===== config.mk =====
export PLATFORM = sky130hd
export DESIGN_NAME = sw_debounce
export DESIGN_NICKNAME = d
export VERILOG_FILES = /design/src/rtl/video_io_pkg.sv /design/src/rtl/sw_debounce_chan.sv /design/src/rtl/sw_debounce.sv
export SDC_FILE = /design/constraint.sdc
export NUM_CORES = 1
export LEC_CHECK = 0
export ABC_AREA = 1
export CAP_MARGIN = 20
export CORE_ASPECT_RATIO = 1.4
export CORE_MARGIN = 10
export CORE_UTILIZATION = 40
export CTS_CLUSTER_SIZE = 20
export DETAILED_ROUTE_END_ITERATION = 8
export DONT_BUFFER_PORTS = 1
export PLACE_DENSITY = 0.68
export SYNTH_ARGS = -nofsm -noshare
export SYNTH_HDL_FRONTEND = slang
export SYNTH_SLANG_ARGS = --single-unit
export TNS_END_PERCENT = 10

===== constraint.sdc =====
create_clock -name fpga_CLK_AUX -period 1.67 [get_ports fpga_CLK_AUX]
set_clock_uncertainty 0.05 [all_clocks]
set_input_delay 0.2505 -clock fpga_CLK_AUX [delete_from_list [all_inputs] [get_ports fpga_CLK_AUX]]
set_output_delay 0.2505 -clock fpga_CLK_AUX [all_outputs]
set_load 0.02 [all_outputs]

===== src/rtl/video_io_pkg.sv =====
// Shared types and board timing constants for the slide-switch input path
// in the fpga_CLK_AUX (27 MHz) domain.
package video_io_pkg;

  typedef enum logic [1:0] {
    ST_LO  = 2'd0,
    CHK_HI = 2'd1,
    ST_HI  = 2'd2,
    CHK_LO = 2'd3
  } sw_state_t;

  // Widest channel index an event can carry; the top uses the low ID_W bits.
  localparam int SW_ID_W = 4;

  typedef struct packed {
    logic [SW_ID_W-1:0] id;
    logic               dir;
  } sw_evt_t;

  localparam int DEBOUNCE_10MS_27M = 270_000;
  localparam int LONG_1S_27M       = 27_000_000;

endpackage


===== src/rtl/sw_debounce_chan.sv =====
// One switch channel: 2-FF synchroniser, debounce FSM with saturating counter,
// registered edge pulses and, with SW_LONG_PRESS_EN, a long-press pulse.
module sw_debounce_chan
  import video_io_pkg::*;
#(
  parameter int DEBOUNCE_CYCLES = DEBOUNCE_10MS_27M,
  parameter int LONG_CYCLES     = LONG_1S_27M
) (
  input  logic fpga_CLK_AUX,
  input  logic fpga_NRST,
  input  logic sw_raw,
  output logic sw_level,
  output logic sw_rise,
  output logic sw_fall,
  output logic sw_long
);

  localparam int CNT_W = (DEBOUNCE_CYCLES > 1) ? $clog2(DEBOUNCE_CYCLES) : 1;
  localparam logic [CNT_W-1:0] CNT_MAX = CNT_W'(DEBOUNCE_CYCLES - 1);

  logic [1:0]       sync_q, sync_d;
  logic             sync;
  sw_state_t        state_q, state_d;
  logic [CNT_W-1:0] cnt_q, cnt_d;
  logic             level_q, level_d;
  logic             rise_q, rise_d;
  logic             fall_q, fall_d;

  assign sync_d = {sync_q[0], sw_raw};
  assign sync   = sync_q[1];

  always_ff @(posedge fpga_CLK_AUX or negedge fpga_NRST) begin
    if (!fpga_NRST) begin
      sync_q  <= '0;
      state_q <= ST_LO;
      cnt_q   <= '0;
      level_q <= 1'b0;
      rise_q  <= 1'b0;
      fall_q  <= 1'b0;
    end else begin
      sync_q  <= sync_d;
      state_q <= state_d;
      cnt_q   <= cnt_d;
      level_q <= level_d;
      rise_q  <= rise_d;
      fall_q  <= fall_d;
    end
  end

  // Counter only advances below CNT_MAX, so it can never wrap.
  always_comb begin
    state_d = state_q;
    cnt_d   = cnt_q;
    level_d = level_q;
    rise_d  = 1'b0;
    fall_d  = 1'b0;
    case (state_q)
      ST_LO: begin
        if (sync) begin
          state_d = CHK_HI;
          cnt_d   = '0;
        end
      end
      CHK_HI: begin
        if (!sync) begin
          state_d = ST_LO;
        end else if (cnt_q == CNT_MAX) begin
          state_d = ST_HI;
          level_d = 1'b1;
          rise_d  = 1'b1;
        end else begin
          cnt_d = cnt_q + 1'b1;
        end
      end
      ST_HI: begin
        if (!sync) begin
          state_d = CHK_LO;
          cnt_d   = '0;
        end
      end
      CHK_LO: begin
        if (sync) begin
          state_d = ST_HI;
        end else if (cnt_q == CNT_MAX) begin
          state_d = ST_LO;
          level_d = 1'b0;
          fall_d  = 1'b1;
        end else begin
          cnt_d = cnt_q + 1'b1;
        end
      end
      default: state_d = ST_LO;
    endcase
  end

  assign sw_level = level_q;
  assign sw_rise  = rise_q;
  assign sw_fall  = fall_q;

`ifdef SW_LONG_PRESS_EN
  localparam int LONG_W = (LONG_CYCLES > 1) ? $clog2(LONG_CYCLES) : 1;
  localparam logic [LONG_W-1:0] LONG_MAX = LONG_W'(LONG_CYCLES - 1);

  logic [LONG_W-1:0] long_cnt_q, long_cnt_d;
  logic              long_done_q, long_done_d;
  logic              long_q, long_d;

  always_ff @(posedge fpga_CLK_AUX or negedge fpga_NRST) begin
    if (!fpga_NRST) begin
      long_cnt_q  <= '0;
      long_done_q <= 1'b0;
      long_q      <= 1'b0;
    end else begin
      long_cnt_q  <= long_cnt_d;
      long_done_q <= long_done_d;
      long_q      <= long_d;
    end
  end

  // long_done survives a rejected release glitch so a press pulses only once.
  always_comb begin
    long_cnt_d  = '0;
    long_done_d = long_done_q;
    long_d      = 1'b0;
    if (state_q == ST_HI) begin
      if (long_cnt_q == LONG_MAX) begin
        long_cnt_d = long_cnt_q;
        if (!long_done_q) begin
          long_d      = 1'b1;
          long_done_d = 1'b1;
        end
      end else begin
        long_cnt_d = long_cnt_q + 1'b1;
      end
    end
    if (state_q == ST_LO) long_done_d = 1'b0;
  end

  assign sw_long = long_q;
`else
  localparam int UNUSED_LONG_CYCLES = LONG_CYCLES;
  assign sw_long = 1'b0;
`endif

endmodule


===== src/rtl/sw_debounce.sv =====
// Debounced slide-switch inputs with a single-entry edge event register.
// Optional long-press pulses are built when SW_LONG_PRESS_EN is defined.
module sw_debounce
  import video_io_pkg::*;
#(
  parameter int N_SW            = 2,
  parameter int DEBOUNCE_CYCLES = DEBOUNCE_10MS_27M,
  parameter int LONG_CYCLES     = LONG_1S_27M,
  parameter int ID_W            = (N_SW > 1) ? $clog2(N_SW) : 1
) (
  input  logic            fpga_CLK_AUX,
  input  logic            fpga_NRST,
  input  logic [N_SW-1:0] sw_raw,
  output logic [N_SW-1:0] sw_level,
  output logic [N_SW-1:0] sw_rise,
  output logic [N_SW-1:0] sw_fall,
  output logic            evt_valid,
  output logic [ID_W-1:0] evt_id,
  output logic            evt_dir,
  input  logic            evt_ready,
  output logic            evt_ovf,
  input  logic            evt_ovf_clr,
  output logic [N_SW-1:0] sw_long
);

  for (genvar g = 0; g < N_SW; g++) begin : g_chan
    sw_debounce_chan #(
      .DEBOUNCE_CYCLES(DEBOUNCE_CYCLES),
      .LONG_CYCLES    (LONG_CYCLES)
    ) u_chan (
      .fpga_CLK_AUX(fpga_CLK_AUX),
      .fpga_NRST   (fpga_NRST),
      .sw_raw      (sw_raw[g]),
      .sw_level    (sw_level[g]),
      .sw_rise     (sw_rise[g]),
      .sw_fall     (sw_fall[g]),
      .sw_long     (sw_long[g])
    );
  end

  sw_evt_t         evt_q, evt_d, win;
  logic            evt_valid_q, evt_valid_d;
  logic            evt_ovf_q, evt_ovf_d;
  logic            found, multi, load, ovf_set;
  logic [N_SW-1:0] edge_vec;

  assign edge_vec = sw_rise | sw_fall;

  // Lowest-index edge wins; any further simultaneous edge is a drop.
  always_comb begin
    win   = '0;
    found = 1'b0;
    multi = 1'b0;
    for (int i = 0; i < N_SW; i++) begin
      if (edge_vec[i]) begin
        if (!found) begin
          found   = 1'b1;
          win.id  = SW_ID_W'(i);
          win.dir = sw_rise[i];
        end else begin
          multi = 1'b1;
        end
      end
    end
    load    = found && (!evt_valid_q || evt_ready);
    ovf_set = (found && evt_valid_q && !evt_ready) || multi;

    evt_d       = load ? win : evt_q;
    evt_valid_d = load ? 1'b1 : (evt_ready ? 1'b0 : evt_valid_q);
    evt_ovf_d   = ovf_set ? 1'b1 : (evt_ovf_clr ? 1'b0 : evt_ovf_q);
  end

  always_ff @(posedge fpga_CLK_AUX or negedge fpga_NRST) begin
    if (!fpga_NRST) begin
      evt_q       <= '0;
      evt_valid_q <= 1'b0;
      evt_ovf_q   <= 1'b0;
    end else begin
      evt_q       <= evt_d;
      evt_valid_q <= evt_valid_d;
      evt_ovf_q   <= evt_ovf_d;
    end
  end

  logic unused_evt_id;
  assign unused_evt_id = ^evt_q.id;

  assign evt_valid = evt_valid_q;
  assign evt_id    = evt_q.id[ID_W-1:0];
  assign evt_dir   = evt_q.dir;
  assign evt_ovf   = evt_ovf_q;

endmodule


==> flow_metrics.tcl, run 1 <==
set metrics [dict create \
    insertion_delay_ns 0.29 \
    hpwl_mm 5.201 \
    r2r_cells 9 \
    min_from "evt_ovf_clr" \
    drive_above_1_share_pct 11.13 \
    track_usage_pct 11.28 \
    cp_max_fo 6 \
    synth_commonest_cells "167 x nand2_1, 68 x nor2_1, 56 x dfrtp_1" \
    grt.overflow.total 0 \
    h-tree-depth 2 \
    cp-end-kind "register" \
    synthFlopType "dfrtp_1" \
    ys_ff_latch 56 \
    syn_avg_cell_area_sq_um 7.103 \
    multi_input_area_sq_um 1613 \
    hold_depth 1 \
    netlist_instances 464 \
    place.port_buffers 0 \
    vias 2877 \
    num_rows 39 \
    die_h_um 127.4 \
    fin_crit_sh_pct 96.07 \
    final.min_clock_period_ns 1.604 \
    rsz0062_at_grt "yes" \
    cp.arrival_ns 1.78 \
    place_ws_ns -0.008691 \
    yosys_warnings 0 \
    ant_nets 0 \
    cts-root-buf "clkbuf_16" \
    crit_path_start_kind "register" \
    register_area_sq_um 1403 \
    coreArea_sq_um 8100 \
    dieArea_sq_um 12320 \
    grt_busiest_layer "met2" \
    io_pins 18 \
    synth-async-reset-ratio_pct 100.0 \
    max_freq_mhz 623.3 \
    n_fill_cell 808 \
    cts_tree "done" \
    regToRegSetupSlack_ns 0.07 \
    nets 492 \
    start_util_pct 40.69 \
    grt_pass1_vias 2703 \
    gr-usage-met3_pct 2.050 \
    maxSlewViolCount 0 \
    hp-class "in2reg" \
    ir_drop_mv 0.4296 \
    power.density_nw_per_um2 714.3 \
    antenna_found_initial 0 \
    crit_required_ns 1.84 \
    firstDrtPassIters 5 \
    drv_cap 0 \
    synth.distinct_cells 28 \
    drc 0 \
    final_cell_count_no_fill 587 \
    clkSinkCount 56 \
    final_hold_viol_count 0 \
    synthTopCellsByArea "dfrtp_1 43%, nand2_1 19%, nor2_1 7.7%" \
    area_growth_pct 12.91 \
    via_per_inst 4.901 \
    synth_top_cell_area_share_pct 42.52 \
    place.gp.congestion 0.8922 \
    grt_max_degree 57 \
    synth_edf_count 0 \
    first_iter_violations 117 \
    status "finished, final reports clean" \
    synth-seq-area-share_pct 42.52 \
    netlist_area_sq_um 3296 \
    path_class "reg2reg" \
    dieWidth_um 96.72 \
    dpl.cell_count 570 \
    crit-reg2reg-launch "g_chan[1].u_chan.cnt_q[1]" \
    cts_buffers 5 \
    grt.met1_usage_pct 11.79 \
    gr-usage-met2_pct 21.88 \
    p_leak_nw 1.726 \
    wl_per_cell_um 12.44 \
    diodes 0 \
    final_core_util_pct 45.94 \
    cts.clk_slew.worst_paths_ns 0.07 \
    timing.rr.end "g_chan[1].u_chan.cnt_q[0]" \
    postRouteWirelength_mm 7.305 \
    whs_endpoint "evt_ovf" \
    synth_area_leader_cell "dfrtp_1" \
    setup_violations 0 \
    clk_path_buf_depth 2 \
    synth_most_common_cell "nand2_1" \
    setup_ws_ns 0.06564 \
    grt_pass1_wl_mm 12.00 \
]
## worst max-delay path, stage by stage, from the launching register on
cell and delay (ns):
dfrtp_1 0.42, ha_2 0.20, nand3_2 0.09, inv_2 0.05
nand3_2 0.08, nor2_4 0.05, nor2_4 0.27, buf_6 0.17
nand2_1 0.05, o21ai_1 0.11
## layout by cell type (no fill, tap or decap), types with 3 or more instances in the layout
cell	instances
xor2_1	15
clkbuf_16	5
buf_4	21
nand3_1	37
dfrtp_1	55
inv_2	3
o21ai_1	8
nand2_1	165
nand3_2	4
o21bai_1	4
dlygate4sd3_1	3
o21ai_0	16
nor2_4	4
nor2_1	66
inv_1	41
nand4_1	8
and2_1	5
## cell families after synthesis
family	synth area share, %
AOI/OAI and AO/OA	5.239
xor gates and xnor gates	4.518
adders and majority gates	0.7592
buffers and inverters	9.188
DFF	42.52
other	0.1138
and+or+nand+nor	37.66
## metrics by stage
stage	hold slack, ns	area [sq um]	setup TNS [ns]	total power [W]
2_1_floorplan	-0.09509	3302	0	0.001529
3_3_place_gp	-0.09160	3450	0	0.001565
3_5_place_dp	-0.09200	3450	-0.008691	0.001570
4_1_cts	0.06196	3654	0	0.002681
5_1_grt	0.06282	3721	-0.1075	0.002773
6_report	0.06303	3721	0	0.002658
## per-layer routing
layer / share of wire, % / routed length (um)
met5: 0 / 0
met1: 41 / 3015
met2: 55 / 4013
met4: 1.4 / 101
met3: 2.4 / 174
## where the power goes
part	internal [W]	switching, W
Sequential	0.00138	0.0000241
Clock	0.000560	0.000497
Combinational	0.0000692	0.000128
## final cells by class
cell class,instances,share of cell area (%)
Tap cell,102,3.430
Timing Repair Buffer,27,6.389
Timing Repair inverter,1,0.1681
Inverter,46,5.044
Clock inverter,3,0.5716
Multi-Input combinational cell,347,43.34
Sequential cell,56,37.69
Clock buffer,5,3.362
## registers in the layout (all words and copies together) (netlist names), named ones only
signal	flops
evt_id	1
g_chan.u_chan.sw_rise	2
evt_valid	1
g_chan.u_chan.sync_q	4
g_chan.u_chan.cnt_q	38
g_chan.u_chan.sw_level	2
g_chan.u_chan.state_q	2
evt_ovf	1
g_chan.u_chan.sw_fall	2
evt_dir	1
## worst max-delay path by stage
stage	start	endpoint	cells after the start
global placement	g_chan[0].u_chan.cnt_q[1]	g_chan[0].u_chan.cnt_q[0]	9
CTS	g_chan[1].u_chan.cnt_q[1]	g_chan[1].u_chan.cnt_q[15]	9
global route	g_chan[1].u_chan.cnt_q[1]	g_chan[1].u_chan.cnt_q[0]	9
detailed placement	g_chan[1].u_chan.cnt_q[1]	g_chan[1].u_chan.cnt_q[16]	8
finish	g_chan[1].u_chan.cnt_q[1]	g_chan[1].u_chan.cnt_q[0]	9
floorplan	g_chan[0].u_chan.cnt_q[0]	g_chan[0].u_chan.cnt_q[16]	10
## timing repair
| action | CTS | global route |
|---|---|---|
| hold buffers | 4 | 0 |
| resized for setup | 0 | 19 |
| hold endpoints to repair | 58 | 0 |
| endpoints found under the setup margin | 0 | 40 |
| setup buffers | 0 | 3 |
Power figures use the tool's default switching activity.
==> inputs of run 2 (changes only) <==
- TNS_END_PERCENT: 10 -> default
==> run 2 against run 1 <==
Effect of this change:
- core utilization about the same
- setup slack improved by 0.0050 ns
- final cell count unchanged
- register-to-register slack about the same
- final area about the same
- worst hold slack about the same
- clock-buffer cell count unchanged
- fmax increased by 0.31%
- first-iteration DRC count increased by 6.8%
- flip-flop and latch count unchanged
- via count about the same
- critical path type unchanged
==> flow_metrics.tcl, run 2 (synthesized netlist as in run 1, its figures left out) <==
set metrics [dict create \
    place.port_buffers 0 \
    cp_num_buf_inv 2 \
    power.density_nw_per_um2 714.0 \
    maxSlewViolCount 0 \
    timing.rr.end "g_chan[1].u_chan.cnt_q[0]" \
    via_per_inst 4.898 \
    cp.arrival_ns 1.77 \
    firstDrtPassIters 5 \
    coreArea_sq_um 8100 \
    place.gp.congestion 0.8922 \
    cts_buffers 5 \
    drc 0 \
    regToRegSetupSlack_ns 0.07 \
    area_growth_pct 12.98 \
    grt.overflow.total 0 \
    reg.largest.list "g_chan.u_chan.cnt_q (38), g_chan.u_chan.sync_q (4)" \
    vias 2875 \
    diodes 0 \
    min_from "evt_ovf_clr" \
    h-tree-depth 2 \
    ir_drop_mv 0.4297 \
    power_w 0.002659 \
    fin_crit_sh_pct 95.77 \
    path_class "reg2reg" \
    crit_chain "ha_2 -> nand3_2 -> inv_2 -> nand3_2 -> nor2_4 -> nor2_4 -> buf_6 -> nand2_2 -> o21ai_1" \
    grt_pass1_vias 2703 \
    final_core_util_pct 45.97 \
    hp-class "in2reg" \
    hold_depth 1 \
    cp.depth 9 \
    drive_above_1_share_pct 11.55 \
    ant_nets 0 \
    crit_required_ns 1.84 \
    p_leak_nw 1.727 \
    largest_reg_flops 38 \
    clkSinkCount 56 \
    multi_input_area_sq_um 1615 \
    final_hold_viol_count 0 \
    first_iter_violations 125 \
    fin_hold_ws_ns 0.06318 \
    crit_path_start_kind "register" \
    regMostFlops "g_chan.u_chan.cnt_q" \
    cts.clk_slew.worst_paths_ns 0.07 \
    final_cell_count_no_fill 587 \
    postRouteWirelength_mm 7.303 \
    num_rows 39 \
    nets 492 \
    dieWidth_um 96.72 \
    dpl.cell_count 570 \
    register_area_sq_um 1403 \
    final_cell_mix "164 x nand2_1, 66 x nor2_1, 55 x dfrtp_1, 40 x inv_1, 37 x nand3_1" \
    status "finished, final reports clean" \
    setup_violations 0 \
    setup_ws_ns 0.07064 \
    antenna_found_initial 0 \
    place_ws_ns -0.008691 \
    layout.cells.most_common "nand2_1" \
    die_h_um 127.4 \
    r2r_cells 9 \
    start_util_pct 40.69 \
    grt_pass1_wl_mm 12.00 \
    cts-root-buf "clkbuf_16" \
    n_fill_cell 807 \
    grt_max_degree 57 \
    whs_endpoint "evt_ovf" \
    wl_per_cell_um 12.44 \
    crit-reg2reg-launch "g_chan[1].u_chan.cnt_q[1]" \
    track_usage_pct 11.28 \
    clk_path_buf_depth 2 \
    slowest_delay_ns 0.41 \
    drv_cap 0 \
    cp_max_fo 6 \
    insertion_delay_ns 0.29 \
    hpwl_mm 5.201 \
    cts_tree "done" \
    cp-end-kind "register" \
    max_freq_mhz 625.2 \
    final.min_clock_period_ns 1.599 \
    rsz0062_at_grt "yes" \
    worst_path_dominant_cell_family "simple AND/OR/NAND/NOR gates" \
    io_pins 18 \
    dieArea_sq_um 12320 \
    worst_path_max_delay_cell "dfrtp_1" \
]
[run 2: changes by cell type in the layout (fill, tap and decap cells not counted)]
cell     change
nand2_1      -1
inv_2        +1
nand2_2      +1
inv_1        -1
[run 2: worst max path at each step]
stage                              start                         end  slack, ns
5_1_grt        g_chan[1].u_chan.cnt_q[1]  g_chan[1].u_chan.cnt_q[17]      -0.02
3_3_place_gp   g_chan[0].u_chan.cnt_q[1]   g_chan[0].u_chan.cnt_q[0]       0.07
4_1_cts        g_chan[1].u_chan.cnt_q[1]  g_chan[1].u_chan.cnt_q[15]     0.0006
2_1_floorplan  g_chan[0].u_chan.cnt_q[0]  g_chan[0].u_chan.cnt_q[16]       0.02
6_report       g_chan[1].u_chan.cnt_q[1]   g_chan[1].u_chan.cnt_q[0]       0.07
3_5_place_dp   g_chan[1].u_chan.cnt_q[1]  g_chan[1].u_chan.cnt_q[16]     -0.009
[run 2: layout make-up]
class | count | area share (%)
Clock buffer | 5 | 3.360
Clock inverter | 3 | 0.5712
Inverter | 46 | 5.040
Multi-Input combinational cell | 347 | 43.38
Sequential cell | 56 | 37.67
Tap cell | 102 | 3.427
Timing Repair Buffer | 27 | 6.384
Timing Repair inverter | 1 | 0.1680
[run 2: power breakdown]
part           internal [W]  total (W)  switching (W)
combinational     0.0000695   0.000198       0.000128
sequential          0.00138    0.00140      0.0000240
clock              0.000560    0.00106       0.000497
[run 2: through the flow]
step / area, sq um / setup TNS [ns]
floorplan: 3302 / 0
global placement: 3450 / 0
detailed placement: 3450 / -0.008691
CTS: 3654 / 0
global route: 3724 / -0.09176
finish: 3724 / 0
[run 2: timing repair]
item,4_1_cts,5_1_grt
hold buffers,4,0
buffers inserted,0,3
gates resized for setup,0,21
setup endpoints to repair,0,40
endpoints found under the hold margin,58,0
[run 2: layer usage]
layer / share of wire [%] / global-route usage (%)
met1: 41 / 11.79
met2: 55 / 21.88
met3: 2.4 / 2.050
met4: 1.8 / 3.829
met5: 0 / 0
==> inputs of run 3 (changes only) <==
--- a/config.mk
+++ b/config.mk
@@ -11,5 +11,4 @@
 export CORE_MARGIN = 10
 export CORE_UTILIZATION = 40
-export CTS_CLUSTER_SIZE = 20
 export DETAILED_ROUTE_END_ITERATION = 8
 export DONT_BUFFER_PORTS = 1
==> constraint.sdc (replaced) <==
create_clock -name fpga_CLK_AUX -period 1.67 [get_ports fpga_CLK_AUX]
set_clock_uncertainty 0.05 [all_clocks]
set_input_delay 0.334 -clock fpga_CLK_AUX [delete_from_list [all_inputs] [get_ports fpga_CLK_AUX]]
set_output_delay 0.334 -clock fpga_CLK_AUX [all_outputs]
set_load 0.02 [all_outputs]
==> run 3 against run 2 <==
Effect of this change:
- the run now ends with hold timing left
- largest cell class unchanged
- die area is the same
- critical path type unchanged
- first-iteration DRC count is 6.4% higher
- core utilization down 0.74 points
==> flow_metrics.tcl, run 3 (synthesized netlist as in run 1, its figures left out) <==
set metrics [dict create \
    worst_path_max_delay_cell "dfrtp_1" \
    drv_cap 0 \
    grt_pass1_wl_mm 11.99 \
    antenna_found_initial 0 \
    dieWidth_um 96.72 \
    fin_crit_sh_pct 95.60 \
    hpwl_mm 5.201 \
    drive_above_1_share_pct 11.02 \
    cp-end-kind "register" \
    final_cell_count_no_fill 583 \
    place.gp.congestion 0.8922 \
    multi_input_area_sq_um 1613 \
    rsz0062_at_grt "yes" \
    cts-root-buf "clkbuf_16" \
    regMostFlops "g_chan.u_chan.cnt_q" \
    io_pins 18 \
    place_ws_ns -0.008691 \
    clk_path_buf_depth 2 \
    place.port_buffers 0 \
    dpl.cell_count 570 \
    grt_max_degree 57 \
    drc 0 \
    grt.overflow.total 0 \
    nets 488 \
    hp-class "in2async" \
    reg.largest.list "g_chan.u_chan.cnt_q (38), g_chan.u_chan.sync_q (4)" \
    final.min_clock_period_ns 1.597 \
    cts_tree "done" \
    maxSlewViolCount 0 \
    n_fill_cell 813 \
    clkSinkCount 56 \
    num_rows 39 \
    register_area_sq_um 1403 \
    area_growth_pct 11.16 \
    final_cell_mix "165 x nand2_1, 66 x nor2_1, 55 x dfrtp_1, 41 x inv_1, 37 x nand3_1" \
    diodes 0 \
    fin_hold_ws_ns -0.3198 \
    crit_chain "ha_2 -> nand3_2 -> inv_2 -> nand3_2 -> nor2_4 -> nor2_4 -> buf_6 -> nand2_2 -> o21ai_1" \
    h-tree-depth 2 \
    crit_required_ns 1.84 \
    fin_setup_tns_ns 0 \
    coreArea_sq_um 8100 \
    crit-reg2reg-launch "g_chan[1].u_chan.cnt_q[1]" \
    violations "hold timing" \
    vias 2867 \
    cp.arrival_ns 1.77 \
    max_freq_mhz 626.4 \
    firstDrtPassIters 4 \
    first_iter_violations 133 \
    p_leak_nw 1.701 \
    insertion_delay_ns 0.29 \
    track_usage_pct 11.28 \
    cp_max_fo 6 \
    crit_path_start_kind "register" \
    start_util_pct 40.69 \
    cts.clk_slew.worst_paths_ns 0.08 \
    setup_ws_ns 0.07345 \
    power_w 0.002615 \
    cts_buffers 5 \
    path_class "reg2reg" \
    largest_reg_flops 38 \
    final_hold_viol_count 56 \
    power.density_nw_per_um2 713.9 \
    via_per_inst 4.918 \
    wl_per_cell_um 12.46 \
    die_h_um 127.4 \
    dieArea_sq_um 12320 \
    startpoint "g_chan[1].u_chan.cnt_q[1]" \
    postRouteWirelength_mm 7.266 \
    ant_nets 0 \
    slowest_delay_ns 0.41 \
    setup_violations 0 \
    grt_pass1_vias 2695 \
    layout.cells.most_common "nand2_1" \
    status "finished, violations left" \
    ir_drop_mv 0.4288 \
]
==> run 3: cell types whose count changed in the layout (fill, tap and decap cells not counted), sizes merged <==
cell / previous run / this run
dlygate4sd3: 3 / 0
buf: 24 / 23
==> run 3: repair_timing <==
| item | CTS | global route |
|---|---|---|
| resized for setup | 0 | 18 |
| endpoints found under the hold margin | 56 | 56 |
| buffers inserted | 0 | 3 |
| setup endpoints to repair | 0 | 40 |
==> run 3: final timing paths <==
path | to | slack, ns | cells past startpoint
hold reg to reg | g_chan[1].u_chan.sync_q[1] | 0.30 | 0
setup reg to reg | g_chan[1].u_chan.cnt_q[0] | 0.07 | 9
setup / recovery | g_chan[1].u_chan.cnt_q[0] | 0.07 | 9
min in group fpga_CLK_AUX | g_chan[0].u_chan.sync_q[0] | 0.02 | 0
hold / removal | g_chan[0].u_chan.cnt_q[15] | -0.32 | 0
max in group asynchronous | g_chan[1].u_chan.cnt_q[6] | 1.79 | 0
==> run 3: final cells by class <==
type,count,share of cell area (%)
Tap cell,102,3.484
Clock inverter,3,0.5806
Sequential cell,56,38.29
Clock buffer,5,3.415
Inverter,46,5.123
Timing Repair inverter,1,0.1708
Multi-Input combinational cell,347,44.02
Timing Repair Buffer,23,4.918
==> run 3: power breakdown <==
part           total [W]  leakage [nW]  internal (W)  switching [W]
registers        0.00140         0.760       0.00138      0.0000240
logic           0.000158         0.870     0.0000579      0.0000999
clock network    0.00105        0.0702      0.000560       0.000493
==> run 3: stage by stage <==
| step | area, sq um | hold slack [ns] | utilization [%] |
|---|---|---|---|
| final | 3664 | -0.3198 | 45.23 |
| after global routing | 3664 | -0.3328 | 45.23 |
| after CTS | 3596 | -0.3264 | 44.39 |
| after detailed placement | 3450 | -0.008502 | 42.59 |
| after global placement | 3450 | -0.008101 | 42.59 |
| after floorplan | 3302 | -0.01159 | - |
==> run 3: per-layer routing <==
metal	part of all wire, %	GRT usage, %	vias to the layer above	wire (um)
li1	-	-	1473	-
met3	2.4	2.050	16	174
met4	2.6	3.829	0	187
met1	40	11.43	1331	2940
met5	0	0	-	0
met2	55	22.32	47	3964
==> run 3: worst max-delay path: cells and delay by family, from the launching register on <==
| kind | cells | cell delay (ns) |
|---|---|---|
| buf+inv | 2 | 0.22 |
| flops | 1 | 0.41 |
| compound gates | 1 | 0.11 |
| fa+ha+maj | 1 | 0.20 |
| simple gates | 5 | 0.53 |
